$ cat src/rtl/alarm_clock_ctrl.sv
// HH:MM alarm clock mode controller: time/alarm registers, set modes and ring sequencing.
// Optional snooze support is compiled in with `define ALARM_SNOOZE_EN.
module alarm_clock_ctrl #(
  parameter int unsigned RING_MIN   = 1,
  parameter int unsigned SNOOZE_MIN = 5
) (
  input  logic       clk,
  input  logic       reset,
  input  logic       tick,
  input  logic       mode_btn,
  input  logic       inc_btn,
  input  logic       ack_btn,
  input  logic       alarm_en,
  input  logic       snooze_btn,
  output logic [2:0] hour_tens,
  output logic [3:0] hour_units,
  output logic [2:0] min_tens,
  output logic [3:0] min_units,
  output logic [2:0] mode,
  output logic       ring,
  output logic       edit_hr,
  output logic       edit_min
);

  localparam int unsigned HW = 7;  // {tens[2:0], units[3:0]} BCD field
  localparam int unsigned RW = 4;

  typedef enum logic [2:0] {
    RUN     = 3'd0,
    SET_HR  = 3'd1,
    SET_MIN = 3'd2,
    ALM_HR  = 3'd3,
    ALM_MIN = 3'd4,
    RINGING = 3'd5,
    SNOOZE  = 3'd6
  } state_e;

  state_e        state_q, state_d;
  logic [HW-1:0] t_hr_q, t_hr_d, t_mn_q, t_mn_d;
  logic [HW-1:0] a_hr_q, a_hr_d, a_mn_q, a_mn_d;
  logic [HW-1:0] disp_hr_q, disp_hr_d, disp_mn_q, disp_mn_d;
  logic [RW-1:0] ring_cnt_q, ring_cnt_d;
  logic          ring_q, ring_d;
  logic          edit_hr_q, edit_hr_d;
  logic          edit_min_q, edit_min_d;

`ifdef ALARM_SNOOZE_EN
  localparam int unsigned SW = 8;
  logic [SW-1:0] snooze_cnt_q, snooze_cnt_d;
`else
  logic snooze_unused;
  assign snooze_unused = snooze_btn ^ (SNOOZE_MIN == 0);
`endif

  // BCD hour increment, wraps 23 -> 00
  function automatic logic [HW-1:0] hr_inc(input logic [HW-1:0] h);
    if (h[6:4] == 3'd2 && h[3:0] == 4'd3) return HW'(0);
    if (h[3:0] == 4'd9) return {3'(h[6:4] + 3'd1), 4'd0};
    return {h[6:4], 4'(h[3:0] + 4'd1)};
  endfunction

  // BCD minute increment; MSB of the result is the carry into the hour
  function automatic logic [HW:0] min_inc(input logic [HW-1:0] m);
    if (m[3:0] != 4'd9) return {1'b0, m[6:4], 4'(m[3:0] + 4'd1)};
    if (m[6:4] == 3'd5) return {1'b1, 7'd0};
    return {1'b0, 3'(m[6:4] + 3'd1), 4'd0};
  endfunction

  logic [HW:0]   mn_nx;
  logic [HW-1:0] hr_nx;
  logic          adv, inc, exit_ring, alm_view;

  always_comb begin
    state_d    = state_q;
    t_hr_d     = t_hr_q;
    t_mn_d     = t_mn_q;
    a_hr_d     = a_hr_q;
    a_mn_d     = a_mn_q;
    ring_cnt_d = ring_cnt_q;
    ring_d     = ring_q;
`ifdef ALARM_SNOOZE_EN
    snooze_cnt_d = snooze_cnt_q;
`endif

    mn_nx     = min_inc(t_mn_q);
    hr_nx     = mn_nx[HW] ? hr_inc(t_hr_q) : t_hr_q;
    adv       = tick && (state_q != SET_HR) && (state_q != SET_MIN);
    inc       = inc_btn && !mode_btn;
    exit_ring = ack_btn || mode_btn || !alarm_en;

    if (adv) begin
      t_hr_d = hr_nx;
      t_mn_d = mn_nx[HW-1:0];
    end

    case (state_q)
      RUN: begin
        if (mode_btn) begin
          state_d = SET_HR;
        end else if (tick && alarm_en && {hr_nx, mn_nx[HW-1:0]} == {a_hr_q, a_mn_q}) begin
          state_d    = RINGING;
          ring_d     = 1'b1;
          ring_cnt_d = RW'(RING_MIN);
        end
      end
      SET_HR: begin
        if (inc) t_hr_d = hr_inc(t_hr_q);
        if (mode_btn) state_d = SET_MIN;
      end
      SET_MIN: begin
        if (inc) t_mn_d = mn_nx[HW-1:0];
        if (mode_btn) state_d = ALM_HR;
      end
      ALM_HR: begin
        if (inc) a_hr_d = hr_inc(a_hr_q);
        if (mode_btn) state_d = ALM_MIN;
      end
      ALM_MIN: begin
        if (inc) a_mn_d = min_inc(a_mn_q)[HW-1:0];
        if (mode_btn) state_d = RUN;
      end
      RINGING: begin
        if (exit_ring) begin
          state_d = RUN;
          ring_d  = 1'b0;
`ifdef ALARM_SNOOZE_EN
        end else if (snooze_btn) begin
          state_d      = SNOOZE;
          ring_d       = 1'b0;
          snooze_cnt_d = SW'(SNOOZE_MIN);
`endif
        end else if (tick) begin
          if (ring_cnt_q <= RW'(1)) begin
            state_d    = RUN;
            ring_d     = 1'b0;
            ring_cnt_d = '0;
          end else begin
            ring_cnt_d = ring_cnt_q - RW'(1);
          end
        end
      end
`ifdef ALARM_SNOOZE_EN
      SNOOZE: begin
        if (exit_ring) begin
          state_d = RUN;
        end else if (tick) begin
          if (snooze_cnt_q <= SW'(1)) begin
            state_d      = RINGING;
            ring_d       = 1'b1;
            ring_cnt_d   = RW'(RING_MIN);
            snooze_cnt_d = '0;
          end else begin
            snooze_cnt_d = snooze_cnt_q - SW'(1);
          end
        end
      end
`endif
      default: begin
        state_d = RUN;
        ring_d  = 1'b0;
      end
    endcase

    // Display and edit hints follow the next state so they change with mode
    alm_view   = (state_d == ALM_HR) || (state_d == ALM_MIN);
    edit_hr_d  = (state_d == SET_HR) || (state_d == ALM_HR);
    edit_min_d = (state_d == SET_MIN) || (state_d == ALM_MIN);
    disp_hr_d  = alm_view ? a_hr_d : t_hr_d;
    disp_mn_d  = alm_view ? a_mn_d : t_mn_d;
  end

  always_ff @(posedge clk) begin
    if (reset) begin
      state_q    <= RUN;
      t_hr_q     <= '0;
      t_mn_q     <= '0;
      a_hr_q     <= '0;
      a_mn_q     <= '0;
      disp_hr_q  <= '0;
      disp_mn_q  <= '0;
      ring_cnt_q <= '0;
      ring_q     <= 1'b0;
      edit_hr_q  <= 1'b0;
      edit_min_q <= 1'b0;
`ifdef ALARM_SNOOZE_EN
      snooze_cnt_q <= '0;
`endif
    end else begin
      state_q    <= state_d;
      t_hr_q     <= t_hr_d;
      t_mn_q     <= t_mn_d;
      a_hr_q     <= a_hr_d;
      a_mn_q     <= a_mn_d;
      disp_hr_q  <= disp_hr_d;
      disp_mn_q  <= disp_mn_d;
      ring_cnt_q <= ring_cnt_d;
      ring_q     <= ring_d;
      edit_hr_q  <= edit_hr_d;
      edit_min_q <= edit_min_d;
`ifdef ALARM_SNOOZE_EN
      snooze_cnt_q <= snooze_cnt_d;
`endif
    end
  end

  assign hour_tens  = disp_hr_q[6:4];
  assign hour_units = disp_hr_q[3:0];
  assign min_tens   = disp_mn_q[6:4];
  assign min_units  = disp_mn_q[3:0];
  assign mode       = state_q;
  assign ring       = ring_q;
  assign edit_hr    = edit_hr_q;
  assign edit_min   = edit_min_q;

endmodule
$ cat config.mk
export PLATFORM = sky130hd
export DESIGN_NAME = alarm_clock_ctrl
export DESIGN_NICKNAME = d
export VERILOG_FILES = /design/src/rtl/alarm_clock_ctrl.sv
export SDC_FILE = /design/constraint.sdc
export NUM_CORES = 1
export LEC_CHECK = 0
export CORE_ASPECT_RATIO = 0.7
export CORE_MARGIN = 2
export CORE_UTILIZATION = 52
export DETAILED_ROUTE_END_ITERATION = 7
export PLACE_DENSITY_LB_ADDON = 0.05
export SLEW_MARGIN = 15
export SYNTH_ARGS = -nofsm -noshare
export SYNTH_HDL_FRONTEND = slang
export SYNTH_SLANG_ARGS = --single-unit
$ cat constraint.sdc
create_clock -name clk -period 2.7 [get_ports clk]
set_input_delay 0.81 -clock clk [delete_from_list [all_inputs] [get_ports clk]]
set_output_delay 0.81 -clock clk [all_outputs]
set_load 0.02 [all_outputs]
Word-level counts from Yosys, hierarchy flattened
Cells that the tools add are included.
{"block": "word_totals", "reg_bits": 52, "input_bits": 8, "out_inout_bits": 20, "word_cells": 147}
{"block": "classes", "add_sub_neg": 9, "magnitude_cmp": 1, "n_eq_ne": 28, "n_mux": 78, "n_bitwise": 1, "n_reduce_logical": 19}
{"cell": "$mux W7", "n": 27}
{"cell": "$mux W8", "n": 4}
{"cell": "$mux W1", "n": 30}
{"cell": "$mux W3", "n": 9}
{"cell": "$mux W4", "n": 5}
{"cell": "$eq A3 B2 Y1 const B", "n": 6}
{"cell": "$pmux W3 S6", "n": 1}
{"cell": "$add A4 B1 Y4 const B", "n": 4}
{"cell": "$eq A3 B3 Y1 const B", "n": 5}
{"cell": "$eq A14 B14 Y1", "n": 1}
{"cell": "$add A3 B1 Y3 const B", "n": 4}
{"cell": "$reduce_and A5 Y1", "n": 2}
{"cell": "$eq A4 B2 Y1 const B", "n": 2}
{"cell": "$eq A4 B4 Y1 const B", "n": 2}
{"cell": "$ne A2 B2 Y1 const B", "n": 4}
{"cell": "$ne A4 B4 Y1 const B", "n": 2}
{"cell": "$pmux W4 S2", "n": 1}
{"cell": "$logic_and A1 B1 Y1", "n": 7}
{"cell": "$eq A3 B1 Y1 const B", "n": 2}
{"cell": "$ne A3 B3 Y1 const B", "n": 2}
{"cell": "$logic_or A1 B1 Y1", "n": 5}
{"cell": "$le A4 B1 Y1 const B", "n": 1}
{"cell": "$reduce_or A4 Y1", "n": 1}
{"cell": "$sub A4 B1 Y4 const B", "n": 1}
{"cell": "other kinds (7)", "n": 8}

Longest topological paths before layout
Gate-level depths: netlist of the first run.
{"block": "depth", "ltp_word": 15, "ltp_mapped": 11}

Worst setup path before layout of the first run
No wires, ideal clock.
{"block": "synth_timing", "path_kind": "register -> register", "from": "reg t_hr_q[4]", "to": "reg ring_cnt_q[1]", "setup_time_ns": 0.071, "arrival_ns": 2.581, "required_ns": 2.629, "setup_slack_ns": 0.048, "stages_incl_launch_ff": 11, "path_buffers": 1, "period_less_slack_ns": 2.652, "cell_sequence": "dfxtp_1 clkbuf_1 inv_1 ha_1 nand2b_1 a221oi_2 o311a_1 nand4_1 o31a_1 or4_1 a21oi_1"}
{"block": "synth_via", "elab_chain_len": 9, "word_cells_on_any_way": 12, "cone_classes": "1 x add/sub; 3 x eq/ne; 5 x mux; 3 x reduce/logical"}
{"item": "start: declaration", "line": "39", "source": "logic [HW-1:0] t_hr_q, t_hr_d, t_mn_q, t_mn_d;"}
{"item": "start signal: assignment", "line": "190", "source": "t_hr_q <= t_hr_d;"}
{"item": "$add A3 B1 Y3 / $eq A3 B2 Y1 (equally long branches)", "line": "58, 57"}
{"item": "$mux W7 / $logic_and A1 B1 Y1 (equally long branches)", "line": "58, 57"}
{"item": "$mux W7 / $mux W1 (equally long branches)", "line": "59, 57"}
{"item": "$mux W7", "line": "58", "source": "if (h[3:0] == 4'd9) return {3'(h[6:4] + 3'd1), 4'd0};"}
{"item": "$mux W7 *", "line": "86", "source": "hr_nx = mn_nx[HW] ? hr_inc(t_hr_q) : t_hr_q;"}
{"item": "$eq A14 B14 Y1 *", "line": "100", "source": "end else if (tick && alarm_en && {hr_nx, mn_nx[HW-1:0]} == {a_hr_q, a_mn_q}) begin"}
{"item": "$logic_and A1 B1 Y1 *", "line": "100"}
{"item": "$ne A2 B2 Y1 (no source line) *"}
{"item": "$reduce_and A5 Y1 (no source line) *"}
{"item": "end signal: assignment", "line": "196", "source": "ring_cnt_q <= ring_cnt_d;"}
{"item": "end: declaration", "line": "42", "source": "logic [RW-1:0] ring_cnt_q, ring_cnt_d;"}
Every way passes the cells marked *; elsewhere a longest branch is shown, timed or not.
A chain may end at the register's enable or synchronous reset.

Final worst setup path of the first run
{"block": "layout_timing", "from": "reg t_hr_q[4]", "to": "reg edit_min_q, in the netlist edit_min"}
{"block": "layout_via", "elab_chain_len": 12, "word_cells_on_any_way": 16, "cone_classes": "1 x add/sub; 4 x eq/ne; 8 x mux; 3 x reduce/logical"}
{"item": "$add A3 B1 Y3 / $eq A3 B2 Y1 (equally long branches)", "line": "58, 57"}
{"item": "$mux W7 / $logic_and A1 B1 Y1 (equally long branches)", "line": "58, 57"}
{"item": "$mux W7 / $mux W1 (equally long branches)", "line": "59, 57"}
{"item": "$mux W7", "line": "58"}
{"item": "$mux W7 *", "line": "86"}
{"item": "$eq A14 B14 Y1 *", "line": "100"}
{"item": "$logic_and A1 B1 Y1 *", "line": "100"}
{"item": "$mux W3 *", "line": "100"}
{"item": "$mux W3 *", "line": "98", "source": "if (mode_btn) begin"}
{"item": "$pmux W3 S6 *", "line": "96", "source": "case (state_q)"}
{"item": "$eq A3 B2 Y1 / $eq A3 B3 Y1 (equally long branches)", "line": "167", "source": "edit_min_d = (state_d == SET_MIN) || (state_d == ALM_MIN);"}
{"item": "$logic_or A1 B1 Y1 *", "line": "167"}
{"item": "end signal: assignment", "line": "199", "source": "edit_min_q <= edit_min_d;"}
{"item": "end: declaration", "line": "45", "source": "logic edit_min_q, edit_min_d;"}
Marked as above.

==> results.toml, run 1 <==
[placement]
place_area_sq_mm = 0.00381
io_buffers = 26
dp_hpwl_microns = 6090
gp_congestion = 0.904

[drt]
drt_wl_total_microns = 8230
via_per_inst = 5.78
drt_iter0_markers = 177
drc = 0
dr.pass1.iters = 4
vias = 3048
post_drt_wl_per_cell_microns = 15.6
ant_nets = 0

[clock_network]
clk_pin_slew_worst_paths_ns = 0.09
cts_hold_buf = 0
cts.path.max_buffers = 2
cts_sinks = 52
insertion_delay_ns = 0.31
cts_buffers = 5
htree_levels = 2
clock-root-buffer = "clkbuf_8"
cts_tree = "yes"

[global_route]
antenna_found_initial = 0
track_usage = 0.239
grt_pass1_vias = 2836
grt_max_degree = 26
grt_pass1_wl_microns = 13400
globalRoute.totalOverflow = 0

[floorplan]
fp.coreArea_sq_mm = 0.00584
ioPinCount = 28
dieArea_sq_mm = 0.00683
start_util = 0.550
rows = 23
die_height_microns = 69.7
die_x_microns = 97.9

[finish]
final_layout_size_suffix_gt1_frac = 0.235
diodes = 0
layout_commonest_cell = "buf_4"
final_area_sq_mm = 0.00408
layout_common_cells = "50 x buf_4, 47 x dfxtp_1, 43 x nor2_1"
multi_input_area_sq_mm = 0.00214
nets = 469
area.growth.synth_to_final_pct = 27.1
fill_cells = 494
seqCellArea_sq_mm = 0.00105

[setup_path]
crit_type = "reg -> reg"
path_max_fanout = 3
reg2reg_slack_ns = 0.05
cp.arrival_ns = 2.86
endpoint_kind = "register"
critPathLaunchType = "register"
cp.required_ns = 2.91

[sta]
final_max_slew_viol_count = 0
hold_ws_ns = 0.475
hold_violations = 0
clock.fmax_mhz = 377
setup-tns-final_ns = 0
final.min_clock_period_ns = 2.65
rsz0062_at_grt = "yes"
tightest_slew_ns = 0.585
fin_crit_sh = 0.983
setup_violations = 0
skew_ns = 0.00551
maxSlewHeadroom = 0.610

[yosys]
syn_area_sq_mm = 0.00321
synth_top_family_by_area = "simple AND/OR/NAND/NOR gates"
synthArstFlopShare = 0
synth.net_count = 408
synth_cell_types = 68
avgSynthCellArea_sq_um = 8.23
yosys.area_share.simple = 0.262
synth_warnings = 0
yosysSeqAreaShare = 0.324
synthMuxAreaShare = 0.0577
synth_compound_area_frac = 0.216
synth-edff-count = 0
synth_xor_area_frac = 0.0464
syn_inst = 390
ys.flop_type = "dfxtp_1"
synth-seq-cells = 52
synth_adder_area_share = 0.0390

[power]
vdd_drop_max_uv = 284
p_leak_nw = 1.55
powerDensity_mw_per_mm2 = 366

[worst_hold_path]
min_path_type = "reg -> reg"

[run]
maxCapViolCount = 0

[outcome]
status = "completed"
==> through the flow <==
| stage | setup slack [ns] | power [mW] | instances | util |
|---|---|---|---|---|
| 3_3_place_gp | -0.305 | 1.03 | 516 | 0.653 |
| 3_5_place_dp | -0.307 | 1.03 | 516 | 0.653 |
| 4_1_cts | -0.0434 | 1.49 | 524 | 0.668 |
| 2_1_floorplan | 0.0484 | 0.941 | 390 | - |
| 5_1_grt | -0.0634 | 1.55 | 527 | 0.699 |
| 6_report | 0.0466 | 1.49 | 527 | 0.699 |
==> layout make-up <==
cell class,count,share of cell area
clock buffer,8,0.0221
tap,75,0.0230
multi-input combinational,298,0.524
timing repair buffer,77,0.159
inverter,17,0.0156
sequential,52,0.257
==> repair_timing <==
item / in CTS / in global routing
hold endpoints to repair: 0 / 0
resized for setup: 1 / 36
setup buffers: 0 / 3
pin swaps: 0 / 17
gates cloned: 0 / 0
endpoints found under the setup margin: 3 / 13
==> metal layers <==
metal / global-route usage / vias up / share of wire
li1: - / 1532 / -
met1: 0.357 / 1439 / 0.51
met2: 0.359 / 65 / 0.43
met3: 0.0383 / 12 / 0.045
met4: 0.0556 / 0 / 0.012
met5: 0 / - / 0
==> report_power, final <==
group | switching, mW | internal, mW
Clock | 0.256 | 0.210
Combinational | 0.115 | 0.106
Sequential | 0.0232 | 0.783
==> cell usage after synthesis, types with 3 or more instances <==
cell,count,area share
xor2_1,6,0.016
nor3b_1,5,0.012
nand2b_1,8,0.016
nor2b_1,11,0.021
nand4_1,3,0.0058
or3_1,3,0.0058
and4_1,4,0.011
nand3_1,10,0.016
inv_1,17,0.020
mux2i_1,5,0.016
a21boi_0,3,0.0070
nor2_1,43,0.050
a31oi_1,4,0.0078
and2_1,4,0.0078
nor3_1,15,0.023
ha_1,10,0.039
clkbuf_1,16,0.019
xnor2_1,11,0.030
buf_2,4,0.0062
o2111ai_1,3,0.0082
nand2_1,26,0.030
a211oi_1,8,0.019
mux2_2,12,0.042
dfxtp_1,52,0.32
o31ai_1,8,0.019
and3_1,3,0.0058
o21ai_0,18,0.028
o2bb2ai_1,3,0.0082
a21oi_1,25,0.039
==> worst max-delay path, stage by stage, from the launching register on <==
cell       delay, ns
dfxtp_2         0.33
inv_1           0.05
ha_1            0.18
or3b_1          0.37
a31oi_2         0.16
a211oi_1        0.09
a31oi_1         0.28
buf_4           0.18
o2111ai_1       0.11
a211oi_1        0.23
buf_4           0.18
a2bb2oi_1       0.10
o2111a_1        0.27
==> flip-flops by register name, summed over array words and instances (netlist names), 3 cells and up <==
register and flops:
ring_cnt_q 4, mode 3, t_hr_q 7, disp_mn_q 7, disp_hr_q 7, a_mn_q 7, t_mn_q 7, a_hr_q 7
==> logic make-up after synthesis <==
logic type / after synthesis
muxes: 17
AOI/OAI and AO/OA: 101
buffers and inverters: 40
DFF: 52
and+or+nand+nor: 153
adders and majority gates: 10
xor gates and xnor gates: 17
==> worst paths after layout <==
check | startpoint | cells past startpoint | end
max | t_hr_q[4] | 12 | edit_min
max reg2reg | t_hr_q[4] | 12 | edit_min
min | ring | 2 | ring
min reg2reg | ring | 2 | ring
(Power assumes the default switching activity.)
==> run 2, diff against run 1 <==
--- a/config.mk
+++ b/config.mk
@@ -10,6 +10,7 @@
 export CORE_UTILIZATION = 52
 export DETAILED_ROUTE_END_ITERATION = 7
 export PLACE_DENSITY_LB_ADDON = 0.05
+export REMOVE_ABC_BUFFERS = 1
 export SLEW_MARGIN = 15
 export SYNTH_ARGS = -nofsm -noshare
 export SYNTH_HDL_FRONTEND = slang
==> run 2 against run 1 <==
Compared with the run above: die area unchanged; first-iteration DRC count down 9.6%; sequential power about the same; highest routed layer unchanged; flip-flop and latch count unchanged; largest power group unchanged; largest cell class unchanged.
==> results.toml, run 2 (synthesis results as in run 1) <==
[drt]
ant_nets = 0
post_drt_wl_per_cell_microns = 15.6
via_per_inst = 5.77
drc = 0
drt_wl_total_microns = 8280
dr.pass1.iters = 4
vias = 3071
drt_iter0_markers = 160

[global_route]
track_usage = 0.233
grt-busiest-layer = "met2"
grtUsageMet2 = 0.353
use_met3 = 0.0373
grt_max_degree = 41
grt_pass1_vias = 2704
grtUsageMet1 = 0.345
grt_pass1_wl_microns = 13100
globalRoute.totalOverflow = 0
antenna_found_initial = 0

[placement]
gp_congestion = 0.888
place_area_sq_mm = 0.00383
io_buffers = 26
dp_hpwl_microns = 5960

[clock_network]
clock-root-buffer = "clkbuf_8"
cts.path.max_buffers = 2
cts_tree = "yes"
htree_levels = 2
cts_buffers = 5
cts_sinks = 52
clk_pin_slew_worst_paths_ns = 0.10
cts_hold_buf = 0
insertion_delay_ns = 0.32

[power]
powerDensity_mw_per_mm2 = 366
p_total_mw = 1.52
p_leak_nw = 1.58
vdd_drop_max_uv = 380

[floorplan]
die_height_microns = 69.7
rows = 23
fp.coreArea_sq_mm = 0.00584
ioPinCount = 28
die_x_microns = 97.9
dieArea_sq_mm = 0.00683
start_util = 0.550

[sta]
clock.fmax_mhz = 373
tightest_slew_ns = 0.594
maxSlewHeadroom = 0.603
setup_violations = 0
rsz0062_at_grt = "yes"
final.min_clock_period_ns = 2.68
hold_violations = 0
fin_crit_sh = 0.993
final_max_slew_viol_count = 0
skew_ns = 0.0111

[finish]
area.growth.synth_to_final_pct = 29.0
nets = 474
seqCellArea_sq_mm = 0.00105
layout_commonest_cell = "buf_4"
final_layout_size_suffix_gt1_frac = 0.252
fill_cells = 471
layout_common_cells = "54 x buf_4, 46 x dfxtp_1, 43 x nor2_1"
diodes = 0
multi_input_area_sq_mm = 0.00214
final_area_sq_mm = 0.00414

[setup_path]
path_max_fanout = 7
cp.arrival_ns = 2.89
critPathLaunchType = "register"
endpoint_kind = "register"
cp.required_ns = 2.91
crit_type = "reg -> reg"

[worst_hold_path]
min_path_type = "reg -> reg"

[outcome]
status = "completed"

[run]
maxCapViolCount = 0
-- run 2: cell count changes in the layout (fill, tap and decap cells not counted), sizes merged --
cell,delta
clkdlybuf4s50,-1
buf,+5
dlygate4sd2,+1
clkinvlp,+1
clkbuf,-1
-- run 2: final cells by class --
class,instances,area share
Tap cell,75,0.0227
Multi-Input combinational cell,298,0.518
Clock buffer,7,0.0208
Timing Repair Buffer,82,0.169
Clock inverter,1,0.00181
Sequential cell,52,0.253
Inverter,17,0.0154
-- run 2: metrics by stage --
stage | setup TNS, ns | cells | setup WS, ns | hold WS [ns] | util
detailed placement | -2.77 | 517 | -0.348 | 0.482 | 0.656
global route | -0.160 | 532 | -0.0801 | 0.548 | 0.709
global placement | -2.29 | 517 | -0.308 | 0.469 | 0.656
CTS | 0 | 526 | 0.00162 | 0.494 | 0.682
floorplan | -0.0281 | 367 | -0.0281 | 0.457 | -
finish | 0 | 532 | 0.0187 | 0.515 | 0.709
-- run 2: critical path, stage by stage, from the launching register on --
cell and delay (ns):
dfxtp_2 0.37, inv_2 0.06, ha_4 0.15, and3b_2 0.28, a211oi_2 0.25, a211oi_2 0.12
o311ai_0 0.55, a211oi_2 0.11, buf_4 0.18, o41a_1 0.36, o2111a_1 0.14
-- run 2: path summary, 6_finish.rpt --
| kind | start | to | slack [ns] | depth (start not counted) |
|---|---|---|---|---|
| worst max-delay path | t_hr_q[1] | edit_min | 0.02 | 10 |
| worst min-delay path | ring_cnt_q[1] | ring_cnt_q[1] | 0.51 | 2 |
| worst max register to register | t_hr_q[1] | edit_min | 0.02 | 10 |
| worst min register to register | ring_cnt_q[1] | ring_cnt_q[1] | 0.51 | 2 |
-- run 2: repair_timing --
action | in CTS | in global routing
endpoints found under the setup margin | 6 | 10
pin swaps | 4 | 14
setup buffers | 1 | 6
resized for setup | 14 | 26
-- run 2: where the power goes --
part           switching (mW)  total (mW)  internal, mW
Sequential             0.0194       0.803         0.783
Combinational           0.120       0.232         0.112
Clock                   0.271       0.480         0.209
-- run 2: layer usage --
metal  share of wire  routed length [microns]
met5               0                        0
met1            0.50                     4170
met4           0.011                       88
met3           0.053                      441
met2            0.43                     3580
==> run 3, diff against run 2 <==
--- a/config.mk
+++ b/config.mk
@@ -5,10 +5,11 @@
 export SDC_FILE = /design/constraint.sdc
 export NUM_CORES = 1
 export LEC_CHECK = 0
-export CORE_ASPECT_RATIO = 0.7
+export CORE_ASPECT_RATIO = 2
 export CORE_MARGIN = 2
-export CORE_UTILIZATION = 52
+export CORE_UTILIZATION = 55
 export DETAILED_ROUTE_END_ITERATION = 7
+export GPL_ROUTABILITY_DRIVEN = 0
 export PLACE_DENSITY_LB_ADDON = 0.05
 export REMOVE_ABC_BUFFERS = 1
 export SLEW_MARGIN = 15
==> constraint.sdc (replaced) <==
create_clock -name clk -period 3.08 [get_ports clk]
set_input_delay 0.924 -clock clk [delete_from_list [all_inputs] [get_ports clk]]
set_output_delay 0.924 -clock clk [all_outputs]
set_load 0.02 [all_outputs]
==> run 3 against run 2 <==
Compared with the run above: non-clock buffer count down 24; largest power group unchanged; register-to-register slack better by 0.15 ns; clock skew down 0.0084 ns; highest routed layer unchanged; largest cell class unchanged; setup slack improved by 0.12 ns.
==> results.toml, run 3 (synthesis results as in run 1) <==
[sta]
fin_crit_sh = 0.954
hold_violations = 0
tightest_slew_ns = 0.566
skew_ns = 0.00272
maxSlewHeadroom = 0.622
clock.fmax_mhz = 340
final_max_slew_viol_count = 0
setup_violations = 0
hold_ws_ns = 0.467
final.min_clock_period_ns = 2.94

[drt]
wl_met3_microns = 225
drt_wl_total_microns = 8290
dr.pass1.iters = 4
post_drt_wl_per_cell_microns = 16.8
drc = 0
top_layer_used = "met4"
drt_iter0_markers = 111
via_per_inst = 6.15
wl_met2_microns = 4620
ant_nets = 0
vias = 3040
met1_length_microns = 3050

[finish]
fin_util = 0.679
nets = 450
layout_common_cells = "52 x dfxtp_1, 43 x nor2_1, 32 x buf_4"
area.growth.synth_to_final_pct = 19.7
multi_input_area_sq_mm = 0.00200
fill_cells = 526
diodes = 0
final_layout_size_suffix_gt1_frac = 0.143
seqCellArea_sq_mm = 0.00104
layout_commonest_cell = "dfxtp_1"

[worst_hold_path]
hold_path_end = "ring"
hold_start = "ring"
hold_depth = 2
min_path_type = "reg -> reg"

[floorplan]
start_util = 0.567
die_x_microns = 58.0
rows = 39
fp.coreArea_sq_mm = 0.00566
dieArea_sq_mm = 0.00650
die_height_microns = 112
ioPinCount = 28

[global_route]
track_usage = 0.269
grt_pass1_vias = 2989
globalRoute.totalOverflow = 0
grt_pass1_wl_microns = 13600
antenna_found_initial = 0
grt_max_degree = 23

[clock_network]
insertion_delay_ns = 0.29
clk_pin_slew_worst_paths_ns = 0.06
cts_buffers = 5
htree_levels = 2
cts_tree = "yes"
clock-root-buffer = "clkbuf_16"
cts_sinks = 52
cts.path.max_buffers = 2

[power]
seqPwrFrac = 0.470
p_total_mw = 1.50
vdd_drop_max_uv = 457
p_leak_nw = 1.44
internal_power_mw = 1.15
p_clk_frac = 0.411
pwr-share-comb = 0.118
switching_share = 0.234
p_switching_uw = 352
powerDensity_mw_per_mm2 = 391

[setup_path]
crit_buf_inv = 1
rr_startpoint = "t_hr_q[0]"
crit_type = "in -> reg"
crit_chain = "clkdlybuf4s50_1 -> o2111ai_1 -> a221oi_2 -> o311a_1 -> nand4_1 -> o31a_1 -> or4_1 -> a21oi_1"
reg2reg_slack_ns = 0.17
cp.arrival_ns = 3.17
r2r_cells = 9
r2r_end = "ring_cnt_q[1]"
slowest_delay_ns = 0.51
critPathTopFamily = "compound AO/OA/AOI/OAI gates"
critPathSlowestCell = "clkdlybuf4s50_1"
path_max_fanout = 4
critPathLaunchType = "primary input"
cp.required_ns = 3.31
endpoint_kind = "register"

[placement]
dp_hpwl_microns = 6390
io_buffers = 26

[run]
maxCapViolCount = 0

[outcome]
status = "completed"
==> run 3: repair_timing <==
action                                  4_1_cts  5_1_grt
endpoints found under the setup margin        0        3
hold buffers                                  0        0
buffers inserted                              0        3
gates resized for setup                       0        3
==> run 3: worst max path at each step <==
stage	cells past startpoint	endpoint	start
floorplan	8	disp_hr_q[6]	mode_btn
global placement	8	ring_cnt_q[1]	tick
detailed placement	8	ring_cnt_q[1]	tick
CTS	10	ring_cnt_q[1]	t_hr_q[1]
global route	10	ring_cnt_q[1]	t_mn_q[2]
finish	8	ring_cnt_q[1]	tick
==> run 3: power by group through the flow <==
stage                     logic (mW)  clock network [mW]  registers (mW)
after floorplan               0.0788                   0           0.733
after global placement         0.173                   0           0.722
after detailed placement       0.176                   0           0.722
after CTS                      0.177               0.635           0.707
after global routing           0.192               0.664           0.710
final                          0.178               0.618           0.707
==> run 3: cell type report <==
type / count / area share
sequential: 52 / 0.271
inverter: 17 / 0.0166
clock inverter: 2 / 0.00912
multi-input combinational: 298 / 0.520
tap: 61 / 0.0199
clock buffer: 6 / 0.0335
timing repair buffer: 58 / 0.130
==> run 3: per-stage QoR <==
stage | std cells | setup slack, ns | TNS [ns] | area, sq um
2_1_floorplan | 367 | 0.238 | 0 | 3100
6_report | 494 | 0.142 | 0 | 3840
5_1_grt | 494 | -0.0240 | -0.0555 | 3840
3_3_place_gp | 483 | -0.117 | -0.167 | 3650
3_5_place_dp | 483 | -0.125 | -0.180 | 3650
4_1_cts | 491 | 0.135 | 0 | 3820
==> run 3: worst reg2reg max path, cell delays in order (launching register included) <==
cell and delay [ns]:
dfxtp_1 0.36, ha_1 0.20, nor2b_1 0.35, a211oi_1 0.17, a211oi_1 0.39, o311a_1 0.23, nand4_1 0.13, o31a_1 0.37
or4_1 0.51, a21oi_1 0.14
==> run 3: routing by layer <==
layer / global-route usage / vias to the layer above
met2: 0.512 / 64
li1: - / 1498
met4: 0.150 / 0
met1: 0.264 / 1454
met5: 0 / -
met3: 0.0311 / 24
